<file path="src/rtl/spu_sched_pkg.sv">
// Shared types and helpers for the SPU ALU scheduler: FSM state encoding,
// opcode width and requester-ID width function.
package spu_sched_pkg;

   localparam int unsigned OPC_W = 4;

   typedef enum logic [1:0] {
      ST_IDLE  = 2'd0,
      ST_ISSUE = 2'd1,
      ST_WAIT  = 2'd2,
      ST_RESP  = 2'd3
   } sched_state_e;

   // Width of a requester ID; never below one bit.
   function automatic int unsigned id_width(input int unsigned n);
      return (n > 1) ? $clog2(n) : 1;
   endfunction

endpackage

</file>
<file path="src/rtl/spu_rr_arbiter.sv">
// Combinational round-robin arbiter: rotate by pointer, pick lowest set bit,
// rotate back. Produces a one-hot grant and the encoded winner ID.
module spu_rr_arbiter
   import spu_sched_pkg::*;
#(
   parameter int unsigned N    = 4,
   parameter int unsigned ID_W = id_width(N)
)(
   input  logic [N-1:0]    i_req,
   input  logic [ID_W-1:0] i_ptr,
   output logic [N-1:0]    o_grant,
   output logic [ID_W-1:0] o_id
);

   logic [2*N-1:0]  w_dbl;
   logic [N-1:0]    w_rot;
   logic [ID_W-1:0] w_off;

   always_comb begin
      w_dbl = {i_req, i_req} >> i_ptr;
      w_rot = w_dbl[N-1:0];
      w_off = '0;
      for (int i = N - 1; i >= 0; i--) begin
         if (w_rot[i]) w_off = ID_W'(i);
      end
      // N is a power of two, so the ID add wraps naturally.
      o_id    = w_off + i_ptr;
      o_grant = (|i_req) ? (N'(1) << o_id) : '0;
   end

endmodule

</file>
<file path="src/rtl/spu_alu_scheduler.sv">
// Arbitrates NUM_REQ requesters onto one multi-cycle ALU with watchdog and
// thermal cool-down. Optional fixed priority for requester 0: SPU_SCHED_BINDU_PRIO_EN.
module spu_alu_scheduler
   import spu_sched_pkg::*;
#(
   parameter int unsigned NUM_REQ      = 4,
   parameter int unsigned WIDTH        = 32,
   parameter int unsigned TIMEOUT      = 64,
   parameter int unsigned THROTTLE_GAP = 8
)(
   input  logic                           clk,
   input  logic                           rst_n,
   input  logic [NUM_REQ-1:0]             req_valid,
   output logic [NUM_REQ-1:0]             req_ready,
   input  logic [NUM_REQ*OPC_W-1:0]       req_opcode,
   input  logic [NUM_REQ*WIDTH-1:0]       req_a,
   input  logic [NUM_REQ*WIDTH-1:0]       req_b,
   output logic                           alu_start,
   output logic [OPC_W-1:0]               alu_opcode,
   output logic [WIDTH-1:0]               alu_a,
   output logic [WIDTH-1:0]               alu_b,
   input  logic [2*WIDTH-1:0]             alu_result,
   input  logic                           alu_valid,
   input  logic                           throttle,
   output logic                           rsp_valid,
   input  logic                           rsp_ready,
   output logic [id_width(NUM_REQ)-1:0]   rsp_id,
   output logic [2*WIDTH-1:0]             rsp_data,
   output logic                           rsp_err,
   output logic                           busy
);

   localparam int unsigned ID_W = id_width(NUM_REQ);
   localparam int unsigned WD_W = $clog2(TIMEOUT) + 1;
   localparam int unsigned CD_W = $clog2(THROTTLE_GAP + 1);

   sched_state_e       r_state;
   logic [ID_W-1:0]    r_ptr;
   logic [ID_W-1:0]    r_id;
   logic [CD_W-1:0]    r_cool;
   logic [WD_W-1:0]    r_wdog;
   logic               r_alu_start;
   logic [OPC_W-1:0]   r_alu_opcode;
   logic [WIDTH-1:0]   r_alu_a;
   logic [WIDTH-1:0]   r_alu_b;
   logic               r_rsp_valid;
   logic [ID_W-1:0]    r_rsp_id;
   logic [2*WIDTH-1:0] r_rsp_data;
   logic               r_rsp_err;
   logic               r_busy;

   logic [NUM_REQ-1:0] w_arb_req;
   logic [NUM_REQ-1:0] w_rr_grant;
   logic [ID_W-1:0]    w_rr_id;
   logic [NUM_REQ-1:0] w_grant;
   logic [ID_W-1:0]    w_id;
   logic               w_ptr_upd;
   logic               w_accept;
   logic [OPC_W-1:0]   w_opc;
   logic [WIDTH-1:0]   w_a;
   logic [WIDTH-1:0]   w_b;
   logic [WD_W-1:0]    w_wdog_nxt;

   spu_rr_arbiter #(.N(NUM_REQ), .ID_W(ID_W)) u_arb (
      .i_req   (w_arb_req),
      .i_ptr   (r_ptr),
      .o_grant (w_rr_grant),
      .o_id    (w_rr_id)
   );

`ifdef SPU_SCHED_BINDU_PRIO_EN
   // Requester 0 bypasses the rotation; only grants to others advance the pointer.
   assign w_arb_req = req_valid & ~NUM_REQ'(1);
   assign w_grant   = req_valid[0] ? NUM_REQ'(1) : w_rr_grant;
   assign w_id      = req_valid[0] ? '0 : w_rr_id;
   assign w_ptr_upd = (r_rsp_id != '0);
`else
   assign w_arb_req = req_valid;
   assign w_grant   = w_rr_grant;
   assign w_id      = w_rr_id;
   assign w_ptr_upd = 1'b1;
`endif

   assign req_ready  = (rst_n && (r_state == ST_IDLE) && (r_cool == '0)) ? w_grant : '0;
   assign w_accept   = |req_ready;
   assign w_wdog_nxt = r_wdog + WD_W'(1);

   // Select the winner's payload from the packed request buses.
   always_comb begin
      w_opc = '0;
      w_a   = '0;
      w_b   = '0;
      for (int i = 0; i < NUM_REQ; i++) begin
         if (w_id == ID_W'(i)) begin
            w_opc = req_opcode[i*OPC_W +: OPC_W];
            w_a   = req_a[i*WIDTH +: WIDTH];
            w_b   = req_b[i*WIDTH +: WIDTH];
         end
      end
   end

   always_ff @(posedge clk or negedge rst_n) begin
      if (!rst_n) begin
         r_state      <= ST_IDLE;
         r_ptr        <= '0;
         r_id         <= '0;
         r_cool       <= '0;
         r_wdog       <= '0;
         r_alu_start  <= 1'b0;
         r_alu_opcode <= '0;
         r_alu_a      <= '0;
         r_alu_b      <= '0;
         r_rsp_valid  <= 1'b0;
         r_rsp_id     <= '0;
         r_rsp_data   <= '0;
         r_rsp_err    <= 1'b0;
         r_busy       <= 1'b0;
      end else begin
         r_alu_start <= 1'b0;
         if (r_cool != '0) r_cool <= r_cool - CD_W'(1);
         case (r_state)
            ST_IDLE: begin
               if (w_accept) begin
                  r_alu_start  <= 1'b1;
                  r_alu_opcode <= w_opc;
                  r_alu_a      <= w_a;
                  r_alu_b      <= w_b;
                  r_id         <= w_id;
                  r_busy       <= 1'b1;
                  r_state      <= ST_ISSUE;
               end
            end
            ST_ISSUE: begin
               r_wdog  <= '0;
               r_state <= ST_WAIT;
            end
            ST_WAIT: begin
               // A result arriving on the timeout cycle still wins.
               if (alu_valid) begin
                  r_rsp_data  <= alu_result;
                  r_rsp_err   <= 1'b0;
                  r_rsp_id    <= r_id;
                  r_rsp_valid <= 1'b1;
                  r_state     <= ST_RESP;
               end else if (w_wdog_nxt == WD_W'(TIMEOUT - 1)) begin
                  r_rsp_data  <= '0;
                  r_rsp_err   <= 1'b1;
                  r_rsp_id    <= r_id;
                  r_rsp_valid <= 1'b1;
                  r_state     <= ST_RESP;
               end else begin
                  r_wdog <= w_wdog_nxt;
               end
            end
            ST_RESP: begin
               if (rsp_ready) begin
                  r_rsp_valid <= 1'b0;
                  r_busy      <= 1'b0;
                  r_state     <= ST_IDLE;
                  r_cool      <= throttle ? CD_W'(THROTTLE_GAP) : '0;
                  if (w_ptr_upd) r_ptr <= r_rsp_id + ID_W'(1);
               end
            end
            default: r_state <= ST_IDLE;
         endcase
      end
   end

   assign alu_start  = r_alu_start;
   assign alu_opcode = r_alu_opcode;
   assign alu_a      = r_alu_a;
   assign alu_b      = r_alu_b;
   assign rsp_valid  = r_rsp_valid;
   assign rsp_id     = r_rsp_id;
   assign rsp_data   = r_rsp_data;
   assign rsp_err    = r_rsp_err;
   assign busy       = r_busy;

endmodule

</file>
<file path="config.mk">
export PLATFORM = sky130hd
export DESIGN_NAME = spu_alu_scheduler
export DESIGN_NICKNAME = d
export VERILOG_FILES = /design/src/rtl/spu_sched_pkg.sv /design/src/rtl/spu_rr_arbiter.sv /design/src/rtl/spu_alu_scheduler.sv
export SDC_FILE = /design/constraint.sdc
export NUM_CORES = 1
export LEC_CHECK = 0
export ABC_CLOCK_PERIOD_IN_PS = 7600
export CAP_MARGIN = 20
export CELL_PAD_IN_SITES_DETAIL_PLACEMENT = 2
export CELL_PAD_IN_SITES_GLOBAL_PLACEMENT = 2
export CORE_AREA = 2 2 187 189
export CTS_CLUSTER_DIAMETER = 120
export CTS_CLUSTER_SIZE = 16
export DETAILED_ROUTE_END_ITERATION = 7
export DIE_AREA = 0 0 189 191
export MAX_ROUTING_LAYER = met4
export PLACE_DENSITY = 0.83
export REMOVE_ABC_BUFFERS = 1
export SLEW_MARGIN = 10
export SYNTH_ARGS = -nofsm -noshare
export SYNTH_HDL_FRONTEND = slang
export SYNTH_SLANG_ARGS = --single-unit
</file>
<file path="constraint.sdc">
create_clock -name clk -period 7.6 [get_ports clk]
set_clock_uncertainty 0.05 [all_clocks]
set_input_delay 0.76 -clock clk [delete_from_list [all_inputs] [get_ports clk]]
set_output_delay 0.76 -clock clk [all_outputs]
set_load 0.05 [all_outputs]
</file>
* Word-level counts from Yosys, hierarchy flattened *
Cells that the tools add are included.

cells by class
  $add $sub $neg = 4
  shift operators = 2
  divide/modulo/power cells = 0
  magnitude comparators = 0
  muxes and demuxes = 43
  multiply operators = 0
  reductions and logical operators = 19
  bitwise gates (word level) = 0
  equality and inequality tests = 12

operators with widths
  operator                                           number
  2-to-1 mux 32 bit                                  8
  2-to-1 mux 64 bit                                  2
  2-to-1 mux 4 bit                                   10
  2-to-1 mux 2 bit                                   10
  2-to-1 mux 7 bit                                   2
  case mux 7 bit (2 select lines)                    1
  AND reduction 3 bit                                4
  == test 2 bit (second input constant)              4
  != test 2 bit (second input constant)              4
  case mux 2 bit (4 select lines)                    1
  nonzero test 2 bit                                 4
  OR reduction 4 bit                                 2
  right shift 8 x 2 -> 4 bit                         1
  adder 7 x 1 -> 7 bit (second input constant)       1
  == test 7 x 6 -> 1 bit (second input constant)     1
  2-to-1 mux 1 bit                                   7
  AND reduction 2 bit                                3
  == test 2 x 1 -> 1 bit (second input constant)     2
  zero test 2 bit                                    2
  zero test 4 bit                                    1
  case mux 1 bit (2 select lines)                    2
  nonzero test 4 bit                                 1
  left shift 1 x 2 -> 4 bit (first input constant)   1
  subtractor 4 x 1 -> 4 bit (second input constant)  1
  4 further kinds                                    5

storage, ports and cells
  logic and storage cells = 94
  bits in writable memories = 0
  memories = 0
  input bits = 345
  output and inout port bits = 142
  flip-flop bits (word level) = 155
  latch bits = 0
  memory bits (read-only) = 0

* Depth between registers and ports, before layout *
  depth in word-level cells = 12
  gate-level depth with buffers = 14
  gate-level depth less buffers = 10

* Modules after synthesis *
A second synthesis with hierarchy kept.

second synthesis, totals
  cell total of the unflattened synthesis = 532
  area total of the unflattened synthesis = 7941.4 um2

by module, submodules not included
  module             seq. area each (um2)  cells each  area each (um2)  times used
  spu_alu_scheduler  3878.7                493         7644.8           1
  spu_rr_arbiter     0.0                   39          296.5            1

* Worst setup path after synthesis *
Ideal clock, no wire load.

  path type = input to output
  from = input port req_valid[0]
  to = output port req_ready[2]
  slack = 3.165 ns
  stages = 12
  arrival = 3.625 ns
  data required time = 6.790 ns
  path buffers = 3
  path through = nor2_1 -> a221o_1 -> nand2_1 -> o221ai_1 -> ha_1 -> xnor2_1 -> or3_1 -> buf_2 -> and2_4 -> buf_6 -> buf_2 -> nor3_1

on the way
  longest elaborated chain between the ends = 9
  elaborated cells between the ends (all ways) = 10
  those cells by class = add/sub: 1; shift: 2; mux: 6; reduce/logical: 1

RTL lines
  what                           RTL line                 RTL
  start: declaration             spu_alu_scheduler.sv:13  input logic [NUM_REQ-1:0] req_valid,
  right shift 8 x 2 -> 4 bit     spu_rr_arbiter.sv:20     w_dbl = {i_req, i_req} >> i_ptr;
  2-to-1 mux 2 bit (4 in a row)  spu_rr_arbiter.sv:24     if (w_rot[i]) w_off = ID_W'(i);
  adder 2 bit                    spu_rr_arbiter.sv:27     o_id = w_off + i_ptr;
  left shift 1 x 2 -> 4 bit      spu_rr_arbiter.sv:28     o_grant = (|i_req) ? (N'(1) << o_id) : '0;
  2-to-1 mux 4 bit (*)           spu_rr_arbiter.sv:28
  2-to-1 mux 4 bit (*)           spu_alu_scheduler.sv:84  assign req_ready = (rst_n && (r_state == ST_IDLE) && (r_cool == '0)) ? w_grant : '0;
  end: declaration               spu_alu_scheduler.sv:14  output logic [NUM_REQ-1:0] req_ready,

Every way passes the cells marked *; elsewhere a longest branch is shown, timed or not.

* Worst setup path in the final report *
  from = input port req_valid[0]
  to = output port req_ready[1]

Same word-level chain as after synthesis.

==> metrics.yaml <==
synth:
  synthesis.yosys.warnings: 0
  synth_compound_area_frac: 0.352
  post_synth_xor_area_fraction: 0.00590
  yosysUniqueCellTypes: 49
  number_of_instances_in_the_synthesized_netlist: 690
  seq_area_frac_synth: 0.523
  ys_async_sr_fraction: 1.00
  combined_area_of_all_synthesized_cells_um2: 7420
  synth-main-ff-cell: "dfrtp_1"
  synth.ff_latch_count: 155
  count_of_flip_flops_with_a_built_in_enable_after_synthesis: 0
  synth-adder-area-share: 0.0152
  postSynthAreaPerCell_um2: 10.8
  synth.area.mux_share: 0.00877
  synth_top_family_by_area: "compound AO/OA/AOI/OAI gates"
  synth_simple_gate_area_frac: 0.0425
timing:
  timing_worst_slew_pin_value_ps: 970
  final-max-slew-violation-count: 0
  timing.final.hold_violations: 0
  max_freq_mhz: 192
  setup-violations-final: 0
  rsz0062_at_grt: "false"
  finalWorstPathRequiredPeriod_ps: 5220
  timing.setup.tns_ps: 0
  max_slew_margin: 0.353
  finalCritPeriodShare: 0.687
critical_path:
  crit_arrival_ps: 4410
  worst_r2r_endpoint: "alu_a[31]$_DFFE_PN0P_"
  timing_worst_setup_path_type: "in2out"
  path_max_fanout: 54
  path_cells: "clkdlybuf4s50_1, nor2_1, a221o_1, nand2_1, o221ai_1, ha_1, xnor2_1, o21ai_1, and2_4, and3_1, clkdlybuf4s50_1"
  worst-endpoint-required_ps: 6790
  timing.rr.start: "r_ptr[0]$_DFFE_PN0P_"
  reg2reg_setup_slack_ps: 3530
  crit_top_cell: "clkdlybuf4s50_1"
  cp_slowest_cell: "clkdlybuf4s50_1"
  setup.worst_path.start_class: "input pin"
  cp_slowest_stage_delay_ps: 800
  worst_setup_path_end_kind: "primary output"
  worst_r2r_path_depth: 11
clocking:
  post_cts.resized_instances: 0
  holdBufCountCts: 0
  cts.repair_timing.setup_buffer_count: 0
  htree_levels: 4
  tritoncts: "yes"
  cts-root-buf: "clkbuf_16"
  worst_skew_pair.late_latency_ps: 450
  clk_path_buf_depth: 2
  cts_num_sinks: 155
  clk_transition_reported_paths_ps: 70
  num_cts_buffers: 17
power:
  p_seq_frac: 0.237
  switchingPower_uw: 3210
  clockPowerShare: 0.154
  p_comb_frac: 0.609
  leakage_uw: 0.00517
  sw_frac_of_total: 0.521
  peakVddDrop_mv: 0.299
  pwr_density_cell_nw_per_um2: 465
  intPower_uw: 2950
cells_and_area:
  num-nets-final: 1490
  layout.cells.most_common: "clkdlybuf4s50_1"
  post_route_cells_drive_above_1_share: 0.0505
  most-common-layout-cells: "clkdlybuf4s50_1 (485), dfrtp_1 (155), a21oi_1 (76)"
  synthToLayoutAreaGrowth_pct: 78.4
  fin_cells: 1607
global_route:
  met3_usage: 0.0666
  grt_util_met2: 0.379
  antenna_found_initial: 3
  groute.usage.overall: 0.221
  largest_net_degree_at_the_start_of_global_routing: 85
  first_pass_grt_wire_length_um: 58500
  globalRouteMet1Util: 0.241
  grt_overflow: 0
  grt-busiest-layer: "met2"
  grt_pass1_vias: 9147
floorplanning:
  number_of_core_rows: 68
  die_y_um: 191
  floorplan.initialDensity: 0.217
  floorplan.die_area_um2: 36100
  boundaryPins: 487
  core_area_um2: 34100
  die_width_um: 189
placement:
  place_congestion: 0.805
  numPlacedInstances: 1572
  buffer_ports.inserted: 486
  detailedPlacementHpwl_um: 28300
detailed_routing:
  route.detailed.vias_per_inst: 5.10
  drt-initial-drc-count: 374
  totalWireLength_um: 39800
  drcViolationCount: 0
  detailedRoute.firstPassIterationCount: 4
  detail-route-antenna-nets: 0
  vias: 8200
  wire_per_inst_um: 24.8
run:
  max_cap_violations: 0
outcome:
  run_status: "finished clean"
hold_path:
  hold_path_class: "in2async"
cells in the mapped netlist (2+ instances only):
cell / n / area, µm²
nor3_1: 5 / 25.0
buf_2: 24 / 120
buf_4: 3 / 22.5
nand2_1: 21 / 78.8
dfrtp_1: 155 / 3880
or2_2: 2 / 12.5
a22o_1: 65 / 569
o2bb2ai_1: 4 / 35.0
buf_6: 7 / 78.8
o221ai_1: 68 / 596
or3_1: 2 / 12.5
a221oi_1: 2 / 17.5
buf_1: 4 / 15.0
or3b_1: 2 / 17.5
nor2_1: 10 / 37.5
nor2b_1: 3 / 18.8
nand2b_1: 3 / 18.8
o21ai_1: 71 / 355
xnor2_1: 3 / 26.3
a2bb2oi_1: 2 / 17.5
xor2_1: 2 / 17.5
nor3b_1: 2 / 15.0
inv_1: 10 / 37.5
mux2i_1: 2 / 20.0
a21oi_1: 76 / 380
o21ai_0: 7 / 35.0
clkbuf_1: 31 / 116
ha_1: 9 / 113
nand3_1: 4 / 20.0
nand4_1: 2 / 12.5
a22oi_1: 68 / 510
mux2_2: 4 / 45.0
how the worst max path moves through the flow:
stage | start | to | slack, ps
after floorplan | r_cool[0]$_DFF_PN0_ | req_ready[3] | 930
after global placement | req_valid[0] | req_ready[1] | 2470
after detailed placement | req_valid[0] | req_ready[1] | 2350
after CTS | req_valid[0] | req_ready[1] | 2350
after global routing | req_valid[0] | req_ready[1] | 2090
final | req_valid[0] | req_ready[1] | 2380
power groups by stage:
| stage | clock network, µW | registers, µW | logic [µW] |
|---|---|---|---|
| finish | 948 | 1460 | 3750 |
| global route | 1010 | 1500 | 3980 |
| CTS | 979 | 1460 | 3800 |
| detailed placement | 0 | 1460 | 3760 |
| global placement | 0 | 1430 | 3670 |
| floorplan | 0 | 2570 | 1100 |
metal layers:
metal | vias to the layer above | part of all wire
li1 | 3615 | -
met3 | 63 | 0.074
met5 | - | 0
met1 | 4151 | 0.38
met2 | 371 | 0.51
met4 | 0 | 0.029
stage by stage:
step	utilization	hold slack (ps)	setup slack, ps	area [µm²]	power, µW
global placement	0.369	415	2470	12600	5090
detailed placement	0.369	436	2350	12600	5230
global route	0.388	128	2090	13200	6490
floorplan	-	393	927	7070	3680
CTS	0.388	109	2350	13200	6240
finish	0.388	129	2380	13200	6160
flip-flops by register name, summed over array words and instances (netlist names), 4 cells and up:
register	flops
alu_a	32
alu_opcode	4
rsp_data	64
r_wdog	7
r_cool	4
alu_b	32
final cells by class:
class                   instances  area [µm²]
fillers                      3590       20900
repair buffers                496        4940
flip-flops and latches        155        3880
multi-input cells             455        3170
well taps                     455         569
clock buffers                  17         425
clock inverters                15         200
inverters                      11        41.3
diodes                          3        7.51
logic make-up (layout without fill, tap and decap cells):
| group | count (synthesis) | after routing |
|---|---|---|
| AOI/OAI and AO/OA | 373 | 373 |
| xor gates and xnor gates | 5 | 5 |
| adders and majority gates | 9 | 9 |
| buffers and inverters | 80 | 539 |
| DFF | 155 | 155 |
| muxes | 6 | 6 |
| other | 0 | 3 |
| and+or+nand+nor | 62 | 62 |
worst max-delay path, delay by kind of cell:
kind | cells | cell delay (ps)
AOI/OAI and AO/OA | 3 | 810
xor gates and xnor gates | 1 | 140
adders and majority gates | 1 | 230
buffers and inverters | 2 | 1380
and+or+nand+nor | 4 | 1090
Note: power is estimated with default switching activity, not from simulation.
==> variant (config.mk and constraints unchanged) <==
Re-encode `sched_state_e` (4 states) as one-hot, 4 bits wide.
--- a/src/rtl/spu_sched_pkg.sv
+++ b/src/rtl/spu_sched_pkg.sv
@@ -4,11 +4,11 @@
 
    localparam int unsigned OPC_W = 4;
 
-   typedef enum logic [1:0] {
-      ST_IDLE  = 2'd0,
-      ST_ISSUE = 2'd1,
-      ST_WAIT  = 2'd2,
-      ST_RESP  = 2'd3
+   typedef enum logic [3:0] {
+      ST_IDLE  = 4'b0001,
+      ST_ISSUE = 4'b0010,
+      ST_WAIT  = 4'b0100,
+      ST_RESP  = 4'b1000
    } sched_state_e;
 
    // Width of a requester ID; never below one bit.
Function: no difference found for any inputs over 4 cycles, from zero or initial values and one cycle with rst_n low; so few cycles prove little.
==> variant against the unedited design <==
Critical path depth decreased by 1; power shrank 25%; synthesized area rose by 54%; sequential cell count is 2 higher; wire length grew 74%; design area grew 29%; worst setup slack got worse by 0.43 ns; synthesized cell count increased by 97%; clock power decreased by 0.9%; largest power group unchanged; highest routed layer unchanged.
==> variant: results (changes against the unedited design) <==
maximum vdd ir drop = 0.000174 V (was 0.000299 V)
Clock transition at path regs = 0.08 ns
first-pass GRT wire length = 102000 um (was 58500 um)
Mapped Cells = 1361 (was 690)
DRT Pass-1 Iters = 5 (was 4)
Root Driver = clkbuf_16 (unchanged)
worst hold path class = in2async (unchanged)
Worst path slowest cell = clkdlybuf4s50_1 (unchanged)
post_cts resized = 0 (unchanged)
max FFs per register = 64 (unchanged)
post-synthesis cell type count = 61 (was 49)
Leak = 0.00657 uW (was 0.00517 uW)
htree depth = 4 (unchanged)
Synth top cells by count = dfrtp_1 (156), o21ai_0 (152), clkbuf_1 (100), nand2_1 (94) (was dfrtp_1 (155), a21oi_1 (76), o21ai_1 (71), a22oi_1 (68), o221ai_1 (68))
Routed WL per cell = 31.4 um (was 24.8 um)
Final nets = 2074 (was 1490)
clock tree buffer depth = 2 (unchanged)
GRT Total Usage = 38.5% (was 22.1%)
Vias = 14300 (was 8200)
largest net degree at the start of global routing = 117 (was 85)
buffers added on ports = 486 (unchanged)
drt first-iter violations = 982 (was 374)
ratio of cells with drive above 1 in the final layout = 4.66% (was 5.05%)
critical path type = in2out (unchanged)
Syn. warnings = 0 (unchanged)
worst rel slew slack = 27.1% (was 35.3%)
largest cells by area after synthesis = dfrtp_1 (34%), o21ai_0 (6.7%), mux2i_1 (6.2%) (was dfrtp_1 (52%), o221ai_1 (8.0%), a22o_1 (7.7%))
post-CTS setup repair buffer count = 0 (unchanged)
sequential area share after synthesis = 34.4% (was 52.3%)
Async S/R FF share, synth = 100% (unchanged)
outcome = completed (unchanged)
post-route insts no fill = 2210 (was 1607)
crit path DAT = 4.83 ns (was 4.41 ns)
vias in the first global route = 15700 (was 9147)
gpl congestion = 0.812 (was 0.805)
total CTS buffers = 17 (unchanged)
antenna violations before repair = 16 (was 3)
RR Startpoint = r_ptr[1] (was r_ptr[0])
Setup crit start = req_valid[3] (was req_valid[0])
max incr delay on CP = 0.80 ns (about the same)
critical path fanouts, max = 43 (was 54)
Synth Flop Type = dfrtp_1 (unchanged)
Worst-Skew Late Latency = 0.46 ns
Detailed Place HPWL = 43600 um (was 28300 um)
pre-CTS setup slack = 1.97 ns (was 2.35 ns)
variant: cell count changes in the layout (fill, tap and decap cells not counted), sizes merged, moves of 15 or more:
cell    delta
o21ai     +76
nand2     +73
nand3     +72
mux2i     +71
nor4      +70
a31oi     +68
nor2      +68
o221ai    -68
a21o      +67
a41o      +67
a221oi    +66
a22oi     -66
diode     +15
variant: kinds of logic (layout without fill, tap and decap cells):
family / count (synthesis) / after routing / share of synthesized area [%]
AO/OA/AOI/OAI: 589 / 589 / 36.0
AND/OR/NAND/NOR: 359 / 359 / 15.5
buffers and inverters: 173 / 549 / 6.75
flip-flops: 157 / 157 / 34.4
multiplexers: 73 / 73 / 6.46
XOR/XNOR: 6 / 6 / 0.460
adder cells (fa/ha/maj): 4 / 4 / 0.438
other: 0 / 18 / 0
variant: per-stage QoR:
step                area (sq um)  hold slack, ns  total power (uW)  TNS [ns]  utilization (%)
floorplan                  10700           0.408              2620    -25.17                -
finish                     17100           0.178              4610         0             50.2
CTS                        17000           0.186              4610         0             49.9
detailed placement         16400           0.425              3650         0             48.2
global placement           16400           0.415              3580         0             48.2
global route               17100           0.202              4780         0             50.1
variant: routing by layer:
layer	track usage, %	routed length [um]	up-vias	share of wire, %
li1	-	-	6036	-
met1	44.4	27500	7461	40
met2	64.8	34200	673	49
met3	8.22	4920	129	7.1
met4	16.1	2690	0	3.9
met5	-	0	-	0
variant: path summary, 6_finish.rpt:
| path | to | slack (ns) | cells after the start |
|---|---|---|---|
| worst min-delay path | alu_a[29] | 0.18 | 1 |
| worst max register to register | alu_b[13] | 3.03 | 12 |
| worst max-delay path | req_ready[1] | 1.96 | 10 |
| worst min register to register | rsp_valid | 0.43 | 2 |
| min in group clk | rsp_valid | 0.43 | 2 |
| max in group asynchronous | rsp_data[5] | 5.94 | 2 |
variant: power breakdown:
part	internal [uW]	leakage, uW	total [uW]	switching, uW
Combinational	901	0.00431	2410	1510
Clock	500	0.000286	939	438
Sequential	1080	0.00197	1270	184
Total	2480	0.00657	4610	2130
variant: layout make-up:
cell class,count,area (sq um)
Timing Repair Buffer,509,5080
Inverter,9,33.8
Tap cell,455,569
Antenna cell,18,45.0
Clock inverter,13,156
Sequential cell,157,3930
Multi-Input combinational cell,1031,6860
Clock buffer,18,439
Fill cell,3610,17000
variant: worst max-delay path, delay by kind of cell:
kind,cells,cell delay (ns)
AOI/OAI and AO/OA,3,0.48
xor gates and xnor gates,2,0.93
adders and majority gates,1,0.70
buffers and inverters,2,1.42
and+or+nand+nor,2,0.52
